$ cat src/rtl/touchpad_ctrl.sv
// -----------------------------------------------------------------------------
// touchpad_ctrl
//   Serial master for an ADS7843-class resistive touchscreen ADC. Polls the X,
//   Y and Z (pressure) channels in turn. Each frame sends an 8-bit command,
//   waits one busy period and reads back a 12-bit conversion. The upper 9 bits
//   of each conversion are kept in a per-channel output register.
//
// Ports
//   cclk        in   system clock; all logic on its rising edge
//   rstb        in   synchronous active-high reset
//   touch_busy  in   ADC BUSY pin; not used for sequencing
//   data_in     in   serial data from the ADC (DOUT)
//   touch_clk   out  serial clock to the ADC (DCLK), low when idle
//   data_out    out  serial data to the ADC (DIN), MSB first
//   touch_csb   out  active-low chip select
//   x, y, z     out  latest 9-bit samples per channel
// -----------------------------------------------------------------------------
module touchpad_ctrl #(
    parameter int CLK_DIV  = 8,
    parameter int GAP_CLKS = 4
) (
    input  logic       cclk,
    input  logic       rstb,
    input  logic       touch_busy,
    input  logic       data_in,
    output logic       touch_clk,
    output logic       data_out,
    output logic       touch_csb,
    output logic [8:0] x,
    output logic [8:0] y,
    output logic [8:0] z
);

    localparam int DIV_W     = $clog2(CLK_DIV);
    localparam int GAP_TICKS = GAP_CLKS * 2;
    localparam int GAP_W     = $clog2(GAP_TICKS + 1);

    localparam logic [7:0] CMD_X = 8'hD0;
    localparam logic [7:0] CMD_Y = 8'h90;
    localparam logic [7:0] CMD_Z = 8'hB0;

    typedef enum logic [2:0] {
        ST_GAP  = 3'd0,
        ST_CMD  = 3'd1,
        ST_BUSY = 3'd2,
        ST_READ = 3'd3,
        ST_PAD  = 3'd4
    } state_t;

    typedef enum logic [1:0] {
        CH_X = 2'd0,
        CH_Y = 2'd1,
        CH_Z = 2'd2
    } chan_t;

    // Command byte for the channel being converted.
    function automatic logic [7:0] cmd_for(input chan_t ch);
        logic [7:0] c;
        case (ch)
            CH_X:    c = CMD_X;
            CH_Y:    c = CMD_Y;
            CH_Z:    c = CMD_Z;
            default: c = CMD_X;
        endcase
        return c;
    endfunction

    // Frame phase that owns a given period number.
    function automatic state_t state_for(input logic [4:0] p);
        state_t s;
        if (p < 5'd8) begin
            s = ST_CMD;
        end else if (p == 5'd8) begin
            s = ST_BUSY;
        end else if (p <= 5'd20) begin
            s = ST_READ;
        end else begin
            s = ST_PAD;
        end
        return s;
    endfunction

    // Channel rotation X -> Y -> Z -> X.
    function automatic chan_t next_chan(input chan_t ch);
        chan_t n;
        case (ch)
            CH_X:    n = CH_Y;
            CH_Y:    n = CH_Z;
            CH_Z:    n = CH_X;
            default: n = CH_X;
        endcase
        return n;
    endfunction

    logic [DIV_W-1:0] div_q,   div_d;
    logic [GAP_W-1:0] gap_q,   gap_d;
    logic [4:0]       bit_q,   bit_d;
    logic [11:0]      shift_q, shift_d;
    state_t           state_q, state_d;
    chan_t            chan_q,  chan_d;
    logic             tclk_q,  tclk_d;
    logic             dout_q,  dout_d;
    logic             csb_q,   csb_d;
    logic [8:0]       x_q, x_d, y_q, y_d, z_q, z_d;

    logic             tick_s;
    logic [4:0]       bit_nx_s;
    logic [7:0]       cmd_s;
    logic             busy_unused_s;

    // BUSY is deliberately ignored: sequencing is purely clock-count based.
    assign busy_unused_s = touch_busy;

    // Next-state logic: divider, gap timing and the frame sequencer.
    always_comb begin
        div_d    = div_q;
        gap_d    = gap_q;
        bit_d    = bit_q;
        shift_d  = shift_q;
        state_d  = state_q;
        chan_d   = chan_q;
        tclk_d   = tclk_q;
        dout_d   = dout_q;
        csb_d    = csb_q;
        x_d      = x_q;
        y_d      = y_q;
        z_d      = z_q;

        tick_s   = (div_q == DIV_W'(CLK_DIV - 1));
        bit_nx_s = bit_q + 5'd1;
        cmd_s    = cmd_for(chan_q);

        if (tick_s) begin
            div_d = {DIV_W{1'b0}};
        end else begin
            div_d = div_q + {{(DIV_W-1){1'b0}}, 1'b1};
        end

        if (!tick_s) begin
            tclk_d = tclk_q;
        end else if (state_q == ST_GAP) begin
            if (gap_q == GAP_W'(GAP_TICKS - 1)) begin
                // Frame start: select the ADC with the first command bit already valid.
                csb_d   = 1'b0;
                tclk_d  = 1'b0;
                dout_d  = cmd_s[7];
                bit_d   = 5'd0;
                shift_d = 12'd0;
                gap_d   = {GAP_W{1'b0}};
                state_d = ST_CMD;
            end else begin
                gap_d = gap_q + {{(GAP_W-1){1'b0}}, 1'b1};
            end
        end else if (!tclk_q) begin
            // Rising tick: the ADC drives DOUT for this period, capture it.
            tclk_d = 1'b1;
            if (state_q == ST_READ) begin
                shift_d = {shift_q[10:0], data_in};
            end else begin
                shift_d = shift_q;
            end
        end else begin
            // Falling tick: close the current period.
            tclk_d = 1'b0;
            if (bit_q == 5'd23) begin
                csb_d   = 1'b1;
                dout_d  = 1'b0;
                gap_d   = {GAP_W{1'b0}};
                state_d = ST_GAP;
                chan_d  = next_chan(chan_q);
                case (chan_q)
                    CH_X:    x_d = shift_q[11:3];
                    CH_Y:    y_d = shift_q[11:3];
                    CH_Z:    z_d = shift_q[11:3];
                    default: x_d = x_q;
                endcase
            end else begin
                bit_d   = bit_nx_s;
                state_d = state_for(bit_nx_s);
                // Present the next period's bit now so it is stable at the rise.
                if (bit_nx_s < 5'd8) begin
                    dout_d = cmd_s[3'd7 - bit_nx_s[2:0]];
                end else begin
                    dout_d = 1'b0;
                end
            end
        end
    end

    // State and output registers with synchronous reset.
    always_ff @(posedge cclk) begin
        if (rstb) begin
            div_q   <= {DIV_W{1'b0}};
            gap_q   <= {GAP_W{1'b0}};
            bit_q   <= 5'd0;
            shift_q <= 12'd0;
            state_q <= ST_GAP;
            chan_q  <= CH_X;
            tclk_q  <= 1'b0;
            dout_q  <= 1'b0;
            csb_q   <= 1'b1;
            x_q     <= 9'd0;
            y_q     <= 9'd0;
            z_q     <= 9'd0;
        end else begin
            div_q   <= div_d;
            gap_q   <= gap_d;
            bit_q   <= bit_d;
            shift_q <= shift_d;
            state_q <= state_d;
            chan_q  <= chan_d;
            tclk_q  <= tclk_d;
            dout_q  <= dout_d;
            csb_q   <= csb_d;
            x_q     <= x_d;
            y_q     <= y_d;
            z_q     <= z_d;
        end
    end

    assign touch_clk = tclk_q;
    assign data_out  = dout_q;
    assign touch_csb = csb_q;
    assign x         = x_q;
    assign y         = y_q;
    assign z         = z_q;

endmodule

$ cat config.mk
export PLATFORM = sky130hd
export DESIGN_NAME = touchpad_ctrl
export DESIGN_NICKNAME = d
export VERILOG_FILES = /design/src/rtl/touchpad_ctrl.sv
export SDC_FILE = /design/constraint.sdc
export NUM_CORES = 1
export LEC_CHECK = 0
export CORE_UTILIZATION = 51
export CTS_BUF_LIST = sky130_fd_sc_hd__clkbuf_8
export DETAILED_ROUTE_END_ITERATION = 6
export HOLD_SLACK_MARGIN = 0.06
export PLACE_DENSITY = 0.77
export SLEW_MARGIN = 15
export SYNTH_ARGS = -nofsm -noshare
export SYNTH_HDL_FRONTEND = slang
export SYNTH_SLANG_ARGS = --single-unit
export TNS_END_PERCENT = 20
$ cat constraint.sdc
create_clock -name cclk -period 1.7 [get_ports cclk]
set_input_delay 0.17 -clock cclk [delete_from_list [all_inputs] [get_ports cclk]]
set_output_delay 0.17 -clock cclk [all_outputs]
set_load 0.02 [all_outputs]
# Word-level counts from Yosys, hierarchy flattened
# Index checks and enable logic that the tools add are counted.
# Widths: inputs -> output; s select.
[op_classes]
n_addsub = 4
n_mul = 0
div_mod_pow = 0
n_lt_le_gt_ge = 3
n_eq_ne = 10
shift = 0
n_mux = 34
bitwise_logic = 1
reduce_logical = 16
[ops]
columns = ["cell", "n"]
rows = [
  ["$mux 12", 4],
  ["$mux 3", 7],
  ["$mux 5", 4],
  ["$mux 4", 4],
  ["$reduce_and 4->1", 4],
  ["$reduce_and 5->1", 3],
  ["$pmux 7 s2", 1],
  ["$mux 1", 12],
  ["$reduce_and 3->1", 2],
  ["$reduce_bool 2->1", 3],
  ["$add 5x1->5 const B", 1],
  ["$eq 5x4->1 const B", 1],
  ["$eq 5x5->1 const B", 1],
  ["$le 5x5->1 const B", 1],
  ["$lt 5x4->1 const B", 1],
  ["$add 4x1->4 const B", 1],
  ["$eq 4x3->1 const B", 1],
  ["$lt 3x4->1 const B", 1],
  ["$ne 2x1->1 const B", 2],
  ["$pmux 2 s2", 1],
  ["$add 3x1->3 const B", 1],
  ["$bmux 1 s3", 1],
  ["$eq 3x2->1 const B", 1],
  ["$eq 3x3->1 const B", 1],
  ["9 further kinds", 9],
]
[word_totals]
regBits = 59
latch_bits = 0
ramBits = 0
romBits = 0
inputBits = 4
memories = 0

# Longest topological paths before layout
# Gate-level depths: netlist (run 1).
[depth]
depth_word = 8
ltp_mapped = 7
depth_no_buf = 6

# Least setup slack after synthesis (run 1)
# No wires, ideal clock.
[synth_timing]
path_type = "flip-flop to flip-flop"
from = "register div_q[0]"
to = "register state_q[1]"
setup_time_ps = 70
arrival_ps = 1679
required_time_ps = 1630
setup_slack_ps = -49
path_stages_with_launch = 7
n_path_buf = 0
path_cell_list = "dfxtp_1 -> ha_1 -> ha_1 -> o311a_1 -> nand2b_4 -> or4_1 -> o2bb2ai_1"
[synth_via]
elab_chain_cells = 2
[synth_lines]
columns = ["element", "line_no", "source"]
rows = [
  ["start, declared", "95", "logic [DIV_W-1:0] div_q, div_d;"],
  ["start signal, assigned", "193", "div_q <= {DIV_W{1'b0}};"],
  ["start signal, assigned", "206", "div_q <= div_d;"],
  ["$eq 3x3->1", "129", "tick_s = (div_q == DIV_W'(CLK_DIV - 1));"],
  ["$reduce_and 3->1 (no line)", "--", ""],
  ["end signal, assigned", "210", "state_q <= state_d;"],
  ["end, declared", "99", "state_t state_q, state_d;"],
]
# Every way passes these cells.
# A chain may end at the register's enable or synchronous reset.

# Final worst setup path (run 1)
# Ends and elaborated chain as after synthesis.

==> results of run 1 <==
==> synth_stat cells, drive strengths merged (2+ instances only) <==
master | count | area (µm²)
mux2i | 28 | 280
ha | 9 | 113
nand3b | 5 | 37.5
nand4 | 12 | 75.1
nand4b | 2 | 17.5
nand3 | 9 | 45.0
nand2b | 3 | 26.3
buf | 8 | 46.3
a32o | 2 | 20.0
a211oi | 2 | 15.0
o21ai | 23 | 115
inv | 7 | 26.3
clkbuf | 15 | 56.3
o31ai | 5 | 37.5
nor2 | 33 | 124
dfxtp | 59 | 1180
nor2b | 4 | 25.0
a21oi | 21 | 105
a41oi | 2 | 17.5
nor3 | 8 | 45.0
nand2 | 11 | 41.3
and3 | 3 | 18.8
o22ai | 2 | 12.5
==> cell type report <==
class / instances / area share
clock buffer: 10 / 0.0395
clock inverter: 5 / 0.00863
inverter: 7 / 0.00755
multi-input combinational: 207 / 0.413
sequential: 59 / 0.340
tap: 67 / 0.0241
timing repair buffer: 64 / 0.167
==> cells by family after synthesis <==
logic type               after synthesis  synth area share
multiplexers                          28             0.105
flip-flops                            59             0.442
AO/OA/AOI/OAI                         70             0.163
adder cells (fa/ha/maj)                9            0.0421
XOR/XNOR                               1           0.00328
AND/OR/NAND/NOR                       99             0.197
buffers and inverters                 30            0.0482
==> registers in the layout, summed over array words and instances (netlist names) <==
signal / cells
shift_q: 12
x: 9
y: 9
z: 9
bit_q: 5
gap_q: 4
div_q: 3
state_q: 3
chan_q: 2
data_out: 1
touch_clk: 1
touch_csb: 1
==> layer usage <==
| metal | vias to the layer above | GRT usage | routed length [µm] |
|---|---|---|---|
| li1 | 1182 | - | - |
| met1 | 1155 | 0.325 | 2920 |
| met2 | 68 | 0.402 | 3100 |
| met3 | 9 | 0.0610 | 336 |
| met4 | 0 | 0.0860 | 66 |
| met5 | - | 0 | 0 |
==> path summary, 6_finish.rpt <==
kind / from / end / slack, ps / cells after the start
worst max-delay path: div_q[0] / state_q[1] / 40 / 6
worst min register to register: div_q[0] / div_q[0] / 420 / 1
worst min-delay path: rstb / y[2] / 190 / 2
worst max register to register: div_q[0] / state_q[1] / 40 / 6
==> stage by stage <==
step           utilization  cells  hold WS, ps
3_3_place_gp         0.661    401          421
4_1_cts              0.699    417          163
6_report             0.713    419          186
5_1_grt              0.713    419          184
3_5_place_dp         0.661    401          427
2_1_floorplan            -    296          324
==> power by group <==
group / switching, W / internal, W / total, W
Sequential: 0.0000116 / 0.00139 / 0.00140
Combinational: 0.0000802 / 0.0000414 / 0.000122
Clock: 0.000541 / 0.000551 / 0.00109
Total: 0.000633 / 0.00199 / 0.00262
==> repair_timing <==
action                     4_1_cts  5_1_grt
cloned                           0        1
gates resized for setup          3       17
setup buffers                    1        1
pin swaps                        1        1
setup endpoints to repair        4       43
==> PnR_summary.wiki, run 1 <==
{| class="wikitable"
! Metric !! Value
|-
| Leakage || 1.46 nW
|-
| Result of the run || finished, final reports clean
|-
| Floorplan Core Area || 0.00488 mm²
|-
| Placed Instance Area || 0.00322 mm²
|-
| Die Area || 0.00554 mm²
|-
| Final setup slack of the worst path || 40.7 ps
|-
| Routability congestion estimate from global placement || 0.803
|-
| Register area || 0.00118 mm²
|-
| Cell type group with the largest total delay on the critical path || simple AND/OR/NAND/NOR gates
|-
| Drt first pass iters || 4
|-
| Largest net degree at the start of global routing || 32
|-
| TritonCTS Sinks || 59
|-
| Worst Setup Slack post-DPL || -73.5 ps
|-
| Register area share after synthesis || 0.442
|-
| Setup total negative slack || 0 ps
|-
| Wire length after detailed routing || 6420 µm
|-
| Post-route cell area || 0.00348 mm²
|-
| Antenna violations before repair || 0
|-
| Ys Warns || 0
|-
| Post-synthesis to final-layout area growth || 30.2%
|-
| Category of the most critical setup path || reg2reg
|-
| Vert. Die Dim || 74.4 µm
|-
| Total power || 0.00262 W
|-
| Type of destination of the critical path || flip-flop
|-
| Area of combinational cells with multiple inputs || 0.00144 mm²
|-
| Setup violators final || 0
|-
| Wire length of the first global-routing pass || 10300 µm
|-
| Fmax achieved || 603 MHz
|-
| Avg Inst Size Synth || 9.03 µm²
|-
| Cell area after synthesis || 0.00267 mm²
|-
| Number of clock buffers inserted by TritonCTS || 9
|-
| IO Pins || 34
|-
| RSZ-0062 raised after global routing || yes
|-
| Pwr dens || 752 mW/mm²
|-
| Fill cell instance count of the final layout || 383
|-
| Worst EP required || 1970 ps
|-
| IO Port Bufs || 32
|-
| Cell type of the slowest stage on the worst timing path || or4_1
|-
| Synthesized instance count || 296
|-
| Final critical path time including I/O delays and setup || 1660 ps
|-
| Residual overflow from global routing || 0
|-
| Level count of the clock H-tree || 3
|-
| Residual DRC || 0
|-
| Fraction of layout cells with a size suffix above 1 || 0.185
|-
| Via density per instance || 5.76
|-
| Final max-slew violation count || 0
|-
| DRT iter0 DRCs || 206
|-
| Width of the chip || 74.4 µm
|-
| Count of distinct cell types in the synthesized netlist || 49
|-
| Type of the tightest min-delay check || in2reg
|-
| Clk root buf || clkbuf_8
|-
| Total of max-cap violations || 0
|-
| Commonest non-fill, non-tap cells in the layout || dfxtp_1, nor2_1, clkdlybuf4s50_1
|-
| #FFs+latches synth || 59
|-
| Post-route clock period utilization || 0.976
|-
| Type of origin of the critical path || flip-flop
|-
| Asr flop ratio synth || 0
|-
| Final hold violations || 0
|-
| Slew Limit Headroom || 0.746
|-
| Synthesized Nets || 309
|-
| Total via count in the routed design || 2414
|-
| Largest vdd supply drop || 0.000730 V
|-
| Most instantiated flip-flop cell in the synthesis netlist || dfxtp_1
|-
| Most common cell after layout, fill and taps aside || dfxtp_1
|-
| Number of hold-repair buffers added at the cts stage || 0
|-
| Maximum buffer depth of the clock tree || 2
|-
| Ant diodes || 0
|-
| Clk slew on worst S/H paths || 70 ps
|-
| Worst Clk Skew || 9.06 ps
|-
| Arrival time at the worst endpoint || 1930 ps
|-
| Total GRT Usage || 0.249
|-
| Detailed-placement wirelength estimate || 4340 µm
|-
| Initial cell density of the core || 0.548
|-
| Avg WL per Cell || 15.3 µm
|-
| Detail Route Antenna Nets || 0
|-
| Worst skew pair latency || 340 ps
|-
| Worst-Margin Slew || 380 ps
|-
| Post-synth EDFFs || 0
|-
| Number of nets in the layout || 361
|-
| TritonCTS clock tree || done
|-
| Delay of the slowest critical-path stage || 500 ps
|-
| Number of global-route vias before repair || 2173
|-
| Chain of cells forming the critical path || ha_2, ha_4, o311a_4, nand2b_4, or4_1, o2bb2ai_1
|-
| Worst-path fanout max || 7
|-
| Critical path buffer and inverter count || 0
|-
| Number of placement rows || 25
|}
No activity file was read; power rests on OpenSTA's default activity.
==> inputs of run 2 (changes only) <==
--- a/config.mk
+++ b/config.mk
@@ -5,11 +5,11 @@
 export SDC_FILE = /design/constraint.sdc
 export NUM_CORES = 1
 export LEC_CHECK = 0
-export CORE_UTILIZATION = 51
-export CTS_BUF_LIST = sky130_fd_sc_hd__clkbuf_8
+export CORE_UTILIZATION = 49
+export CTS_BUF_LIST = sky130_fd_sc_hd__clkbuf_8 sky130_fd_sc_hd__clkbuf_16
 export DETAILED_ROUTE_END_ITERATION = 6
 export HOLD_SLACK_MARGIN = 0.06
-export PLACE_DENSITY = 0.77
+export PLACE_DENSITY = 0.75
 export SLEW_MARGIN = 15
 export SYNTH_ARGS = -nofsm -noshare
 export SYNTH_HDL_FRONTEND = slang
==> PnR_summary.wiki, run 2 (synthesis gave the netlist of run 1 again) <==
{| class="wikitable"
! Metric !! Value
|-
| Result of the run || finished, final reports clean
|-
| Arrival time at the worst endpoint || 1850 ps (-80 ps)
|-
| Leakage || 1.48 nW (+1.8%)
|-
| Clk slew on worst S/H paths || 70 ps (about the same)
|-
| Number of hold-repair buffers added at the cts stage || 0 (unchanged)
|-
| Residual DRC || 0 (unchanged)
|-
| Largest net degree at the start of global routing || 28 (-13%)
|-
| Worst reg2reg endpoint || z[6]
|-
| R2R Setup Slk || 60 ps (+20 ps)
|-
| TritonCTS Sinks || 59 (unchanged)
|-
| Worst setup endpoint || z[6]
|-
| Maximum buffer depth of the clock tree || 2 (unchanged)
|-
| Final hold violations || 0 (unchanged)
|-
| Worst EP required || 1910 ps (-60 ps)
|-
| RSZ-0062 raised after global routing || yes
|-
| Final critical path time including I/O delays and setup || 1640 ps (-16.7 ps)
|-
| Worst Clk Skew || 5.42 ps (-3.63 ps)
|-
| Startpoint of the worst setup timing path || state_q[2]
|-
| Number of clock buffers inserted by TritonCTS || 9 (unchanged)
|-
| Type of origin of the critical path || flip-flop
|-
| Vert. Die Dim || 75.9 µm (+2.0%)
|-
| Total GRT Usage || 0.236 (-0.0123)
|-
| Placed Instance Area || 0.00327 mm² (+1.3%)
|-
| Cell type group with the largest total delay on the critical path || buffers and inverters
|-
| Fill cell instance count of the final layout || 398 (+3.9%)
|-
| Worst-Margin Slew || 514 ps (+134 ps)
|-
| Worst-path fanout max || 9 (+2)
|-
| Switching pwr || 0.000635 W (+0.29%)
|-
| Routability congestion estimate from global placement || 0.817 (+1.7%)
|-
| Chain of cells forming the critical path || buf_4, o311a_4, buf_4, nand3_1, buf_6, mux2i_1, nor2_1
|-
| Ant diodes || 0 (unchanged)
|-
| Initial cell density of the core || 0.517 (-0.0310)
|-
| Delay of the slowest critical-path stage || 410 ps (-90 ps)
|-
| Critical path buffer and inverter count || 3 (+3)
|-
| Wire length after detailed routing || 6260 µm (-2.6%)
|-
| Die Area || 0.00576 mm² (+4.0%)
|-
| Slew Limit Headroom || 0.657 (-0.0897)
|-
| Number of nets in the layout || 364 (+0.83%)
|-
| Number of global-route vias before repair || 2037 (-6.3%)
|-
| Detail Route Antenna Nets || 0 (unchanged)
|-
| Post-route clock period utilization || 0.966 (-0.00984)
|-
| IO Port Bufs || 32 (unchanged)
|-
| Clock group share of total power || 0.475 (+0.058)
|-
| Share of total power in combinational logic || 0.045 (about the same)
|-
| Register area || 0.00118 mm² (unchanged)
|-
| Start point of the worst min-delay path || rstb
|-
| Wire length of the first global-routing pass || 9920 µm (-4.0%)
|-
| Category of the most critical setup path || reg2reg
|-
| TritonCTS clock tree || done
|-
| Residual overflow from global routing || 0 (unchanged)
|-
| Post-synthesis to final-layout area growth || 34.0%
|-
| IO Pins || 34 (unchanged)
|-
| DRT iter0 DRCs || 151 (-27%)
|-
| Crit Reg-Reg Startpoint || state_q[2]
|-
| Pwr dens || 817 mW/mm² (+8.6%)
|-
| Area of combinational cells with multiple inputs || 0.00146 mm² (+1.8%)
|-
| Fraction of power consumed by sequential logic || 0.480 (-0.056)
|-
| Path depth of the worst reg2reg path || 7 (+1)
|-
| Total power || 0.00293 W (+12%)
|-
| Drt first pass iters || 4 (unchanged)
|-
| Worst skew pair latency || 340 ps (about the same)
|-
| Fmax achieved || 609 MHz (+1.0%)
|-
| Level count of the clock H-tree || 3 (unchanged)
|-
| Most common cell after layout, fill and taps aside || dfxtp_1
|-
| Largest vdd supply drop || 0.000722 V (-1.1%)
|-
| Sw Ratio || 0.217 (-0.0248)
|-
| Type of the tightest min-delay check || in2reg
|-
| Flip-flop count of the largest register, all copies and words added || 12 (unchanged)
|-
| Fraction of layout cells with a size suffix above 1 || 0.197 (+0.0125)
|-
| Floorplan Core Area || 0.00517 mm² (+6.0%)
|-
| Setup violators final || 0 (unchanged)
|-
| Detailed-placement wirelength estimate || 4320 µm (-0.64%)
|-
| Type of destination of the critical path || flip-flop
|-
| Total of max-cap violations || 0 (unchanged)
|-
| Commonest non-fill, non-tap cells in the layout || dfxtp_1, nor2_1, buf_4
|-
| Worst hold stages || 2 (unchanged)
|-
| Avg WL per Cell || 14.7 µm (-3.9%)
|-
| Clk root buf || clkbuf_8
|-
| Most flop-heavy register || shift_q
|-
| Width of the chip || 75.9 µm (+2.0%)
|-
| Post-route cell area || 0.00358 mm² (+2.9%)
|-
| Final max-slew violation count || 0 (unchanged)
|-
| Number of stages on the worst setup path || 7 (+1)
|-
| Number of placement rows || 26 (+4.0%)
|-
| Total internal power || 0.00229 W (+15%)
|-
| Via density per instance || 5.69 (-1.3%)
|-
| Antenna violations before repair || 0 (unchanged)
|-
| Cell type of the slowest stage on the worst timing path || o311a_4
|-
| Total via count in the routed design || 2417 (+0.12%)
|-
| Cell mode on critical path || buf_4
|}
[run 2: cell count changes in the layout (fill, tap and decap cells not counted), sizes merged]
cell and change:
buf +3, bufinv +2, clkdlybuf4s50 -1, clkinv -1
clkinvlp -1, dlygate4sd2 +1
[run 2: power groups by stage]
stage	combinational [W]	sequential, W	clock (W)
5_1_grt	0.000145	0.00140	0.00148
3_3_place_gp	0.000118	0.00143	0
3_5_place_dp	0.000123	0.00143	0
6_report	0.000132	0.00140	0.00139
4_1_cts	0.000125	0.00140	0.00141
2_1_floorplan	0.0000708	0.00143	0
[run 2: metal layers]
metal / GRT usage / wire [µm] / vias to the layer above
li1: - / - / 1189
met1: 0.328 / 2910 / 1146
met2: 0.344 / 2930 / 69
met3: 0.0423 / 291 / 13
met4: 0.134 / 131 / 0
met5: 0 / 0 / -
[run 2: worst min path at each step]
stage	slack [ps]	endpoint
6_report	220	x[4]
5_1_grt	240	x[4]
4_1_cts	200	x[4]
3_5_place_dp	420	div_q[0]
3_3_place_gp	410	div_q[0]
2_1_floorplan	320	shift_q[0]
[run 2: metrics by stage]
step                TNS, ps   util  hold WS [ps]  worst slack [ps]  cells
floorplan                 0      -           324              24.3    296
global placement       -440  0.631           413             -39.3    409
detailed placement    -1380  0.631           422              -122    409
CTS                   -38.3  0.677           196             -38.3    424
global route          -63.2  0.693           239             -28.2    425
finish                    0  0.693           215              57.4    425
[run 2: cell type report]
type,instances,area share
Clock buffer,10,0.0384
Tap cell,70,0.0244
Timing Repair Buffer,67,0.169
Multi-Input combinational cell,207,0.409
Clock inverter,5,0.0217
Inverter,7,0.00733
Sequential cell,59,0.330
[run 2: repair_timing]
item	in CTS	in global routing
pin swaps	1	1
hold endpoints to repair	0	0
endpoints found under the setup margin	19	34
buffers inserted	0	1
resized for setup	5	18
==> patch 1 (settings of run 1) <==
`CLK_DIV`: 8 -> 16.
--- a/src/rtl/touchpad_ctrl.sv
+++ b/src/rtl/touchpad_ctrl.sv
@@ -18,3 +18,3 @@
 module touchpad_ctrl #(
-    parameter int CLK_DIV  = 8,
+    parameter int CLK_DIV  = 16,
     parameter int GAP_CLKS = 4
Formal check against the unedited RTL: no difference found for any inputs over 10 cycles, from zero or initial values and one cycle with rstb high; that may be too few to reach the edited logic, so the function may still have changed.
==> patch 1 against run 1 <==
  * The run now ends with negative setup slack left
  * Synthesized area down 1.6%
  * Via count down 0.79%
  * Sequential cell count up 1
  * Routed wire length down 4.3%
  * Critical path depth up 3
  * Sequential share of layout area down 0.14 points
  * Setup slack worse by 0.067 ns
  * Final area up 2.1%
  * Non-clock buffer count up 4
  * Critical path type unchanged
  * Highest routed layer unchanged
Power is not compared: it rests on default switching activity, and its combinational part moved more than twofold at a synthesized area within 25%.
==> patch 1: results (changes against run 1) <==
stage;metric;value;unit;change
run_status;outcome;finished, violations left;;
run_status;violations in the final reports;negative setup slack;;
hold_path;WHS Endpoint;state_q[1];;
placed_design;pre-CTS setup slack;-0.0586;ns;+0.0149 ns
sta;Clock Skews;0.00902;ns;-0.0000332 ns
route;Detailed Route WL;6150;µm;-4.3%
route;Via Count;2395;;-0.79%
layout;Inverters;6;;-1
global_route;largest net degree at the start of global routing;29;;-9.4%
sta;final setup TNS;-0.0541;ns;-0.0541 ns
layout;# clk buffers;11;;+1
sta;Worst slew margin;74.2;%;-0.47 points
hold_path;hold path depth;4;;+2
global_route;vias in the first global route;2154;;-0.87%
layout;share of cells above drive strength 1;21.8;%;+3.4 points
global_route;met3 usage in global routing;6.17;%;+0.075 points
layout;Nets;388;;+7.5%
global_route;first-pass GRT wire length;9910;µm;-4.1%
sta;Final Setup Violations;4;;+4
route;Met3 Routed Length;269;µm;-20%
yosys;leading cell types by count after synthesis;dfxtp_1, nand2_1, a21oi_1;;
route;M1 WL;2730;µm;-6.4%
placed_design;dpl cells;425;;+6.0%
yosys;syn_nets;327;;+5.8%
route;initial DRC count;152;;-26%
sta;final worst-path setup slack;-0.0268;ns;-0.0675 ns
critical_path;CP Max Fanout;5;;-2
layout;multi-input gates;231;;+12%
## patch 1: kinds of logic after synthesis
kind of cell	count (synthesis)	share of synthesized area (%)
buffers and inverters	24	4.18
and+or+nand+nor	139	25.2
DFF	60	45.6
muxes	14	5.33
adders and majority gates	8	3.80
AOI/OAI and AO/OA	67	14.9
xor gates and xnor gates	3	0.999
## patch 1: critical path: cells and delay by family, from the launching register on
family                     cells  cell delay, ns
and+or+nand+nor                4            0.58
buffers and inverters          3            0.44
DFF                            1            0.35
AOI/OAI and AO/OA              1            0.15
adders and majority gates      1            0.14
## patch 1: metrics by stage
step                area [µm²]  utilization (%)  hold slack (ns)
floorplan                 2640                -            0.383
global placement          3180             65.6            0.441
detailed placement        3180             65.6            0.449
CTS                       3400             70.2            0.276
global route              3550             73.3            0.305
finish                    3550             73.3            0.277
## patch 1: repair_timing
item	in CTS	in global routing
gates resized for setup	6	29
pin swaps	1	8
cloned	0	1
setup buffers	1	5
setup endpoints to repair	40	53
==> patch 2 (config.mk and constraints of run 1) <==
Made on the original files. Take the reset off `shift_q`, `x_q`, `y_q` and `z_q` and load them in a clocked block of their own.
--- a/src/rtl/touchpad_ctrl.sv
+++ b/src/rtl/touchpad_ctrl.sv
@@ -195,3 +195,2 @@
             bit_q   <= 5'd0;
-            shift_q <= 12'd0;
             state_q <= ST_GAP;
@@ -201,5 +200,2 @@
             csb_q   <= 1'b1;
-            x_q     <= 9'd0;
-            y_q     <= 9'd0;
-            z_q     <= 9'd0;
         end else begin
@@ -208,3 +204,2 @@
             bit_q   <= bit_d;
-            shift_q <= shift_d;
             state_q <= state_d;
@@ -214,6 +209,10 @@
             csb_q   <= csb_d;
-            x_q     <= x_d;
-            y_q     <= y_d;
-            z_q     <= z_d;
-        end
+        end
+    end
+
+    always_ff @(posedge cclk) begin
+        shift_q <= shift_d;
+        x_q     <= x_d;
+        y_q     <= y_d;
+        z_q     <= z_d;
     end
Function: no difference found for any inputs over 10 cycles, from zero or initial values and one cycle with rstb high; that may be too few to reach the edited logic, so the function may still have changed.
==> patch 2 against run 1 <==
  * Critical path type unchanged
  * Critical endpoint is now state_q[2]
  * Setup slack better by 0.0087 ns
  * Highest routed layer unchanged
  * Sequential cell count unchanged
  * Die area down 7.7%
  * Synthesized area down 7.9%
  * First-iteration DRC count down 39%
  * Routed wire length down 29%
  * Count of clock-buffer cells in the layout down 1
  * Final area down 7.0%
  * Sequential share of layout area up 15 points
Power is not compared: it rests on default switching activity, and its combinational part moved more than twofold at a synthesized area within 25%.
==> patch 2: results (changes against run 1) <==
stage;metric;value;unit;change
run_status;outcome;complete, no violations;;
yosys;syn_nets;206;;-33%
global_route;all-layer global routing usage;19.9;%;-5.0 points
yosys;Synth Area in Compound Gates;9.86;%;-6.4 points
hold_path;worst hold-check path type;reg -> reg;;
yosys;synthesized area per cell;12.8;µm²;+42%
sta;Clock Skews;0.00520;ns;-0.00386 ns
critical_path;reg2reg end;state_q[2];;
route;Vias/cell;5.50;;-4.6%
global_route;initial antenna violation count;0;;unchanged
sta;Worst slew margin;76.1;%;+1.5 points
yosys;adder-cell share of the synthesized area;5.08;%;+0.87 points
yosys;sequential area share after synthesis;63.8;%;+20 points
route;Via Count;1665;;-31%
yosys;Synth area leaders;edfxtp_1, dfxtp_1, ha_1;;
global_route;vias in the first global route;1648;;-24%
sta;Max Clk Rate;606;MHz;+0.53%
global_route;first-pass GRT wire length;7490;µm;-28%
placed_design;pre-CTS setup slack;0.0157;ns;+0.0892 ns
placed_design;Placer Congestion;0.819;;+2.0%
layout;FILL cells;313;;-18%
critical_path;Arr. time, crit path;1.88;ns;-0.05 ns
route;initial DRC count;125;;-39%
global_route;largest net degree at the start of global routing;17;;-47%
placed_design;DP HPWL;3010;µm;-31%
route;Detailed Route WL;4580;µm;-29%
critical_path;cell family with the largest share of critical-path delay;compound AO/OA/AOI/OAI gates;;
yosys;xor and xnor fraction of the mapped netlist area;0.711;%;+0.38 points
clocking;CTS buffer count;9;;unchanged
clocking;setup repair bufs after CTS;0;;-1
critical_path;CP Max Fanout;5;;-2
critical_path;CP peak stage delay;0.34;ns;-0.16 ns
layout;share of cells above drive strength 1;23.1;%;+4.6 points
yosys;leading cell types by count after synthesis;edfxtp_1, dfxtp_1, and2_1;;
placed_design;dpl cells;287;;-28%
yosys;Synth cell types;46;;-6.1%
yosys;EDFF count, synth;39;;+39
critical_path;Reg-to-Reg Start;bit_q[0];;
layout;max FFs per register;12;;unchanged
yosys;mux cell area share after synthesis;1.73;%;-8.8 points
layout;Nets;260;;-28%
clocking;Post-CTS Resized;4;;+1
patch 2: cell types whose count changed after synthesis, moves of 12 or more:
cell             run 1  this run
and2_1               1        15
edfxtp_1             0        39
mux2i_1             28         2
a21oi_1             21         9
nor2_1              33        13
dfxtp_1             59        20
o21ai_0             23         6
patch 2: through the flow:
step                      util [%]  setup TNS [ns]  instance area (µm²)
after floorplan                  -         -0.0848                 2500
after CTS                     71.0               0                 3200
after global placement        66.6               0                 3000
after detailed placement      66.6               0                 3000
after global routing          71.8          -0.563                 3240
final                         71.8               0                 3240
patch 2: cell families after synthesis:
group	count (synthesis)
AO/OA/AOI/OAI	35
XOR/XNOR	2
adder cells (fa/ha/maj)	10
buffers and inverters	14
flip-flops	59
multiplexers	4
AND/OR/NAND/NOR	68
patch 2: layer usage:
metal  part of all wire, %  vias to the layer above  global-route usage (%)
li1                      -                      812                       -
met1                    43                      779                    22.8
met2                    49                       62                    34.0
met3                   5.2                       12                    4.64
met4                   2.7                        0                    12.0
met5                     0                        -                       0
patch 2: worst min path at each step:
stage / from / to / slack, ns / depth (start not counted)
2_1_floorplan: rstb / touch_csb / 0.26 / 1
6_report: div_q[0] / div_q[0] / 0.45 / 1
3_3_place_gp: div_q[0] / div_q[0] / 0.42 / 1
3_5_place_dp: div_q[0] / div_q[0] / 0.44 / 1
4_1_cts: div_q[0] / div_q[0] / 0.46 / 1
5_1_grt: div_q[0] / div_q[0] / 0.48 / 1
patch 2: layout make-up:
class	count	share of cell area, %
clock buffers	9	3.83
clock inverters	7	2.13
inverters	6	0.696
multi-input cells	119	27.5
flip-flops and latches	59	48.7
well taps	52	2.01
repair buffers	51	15.1
patch 2: power breakdown:
part	leakage [nW]	internal [mW]	switching [mW]
Sequential	0.505	1.52	0.00531
Combinational	0.544	0.0195	0.0183
Clock	0.0966	0.670	0.561
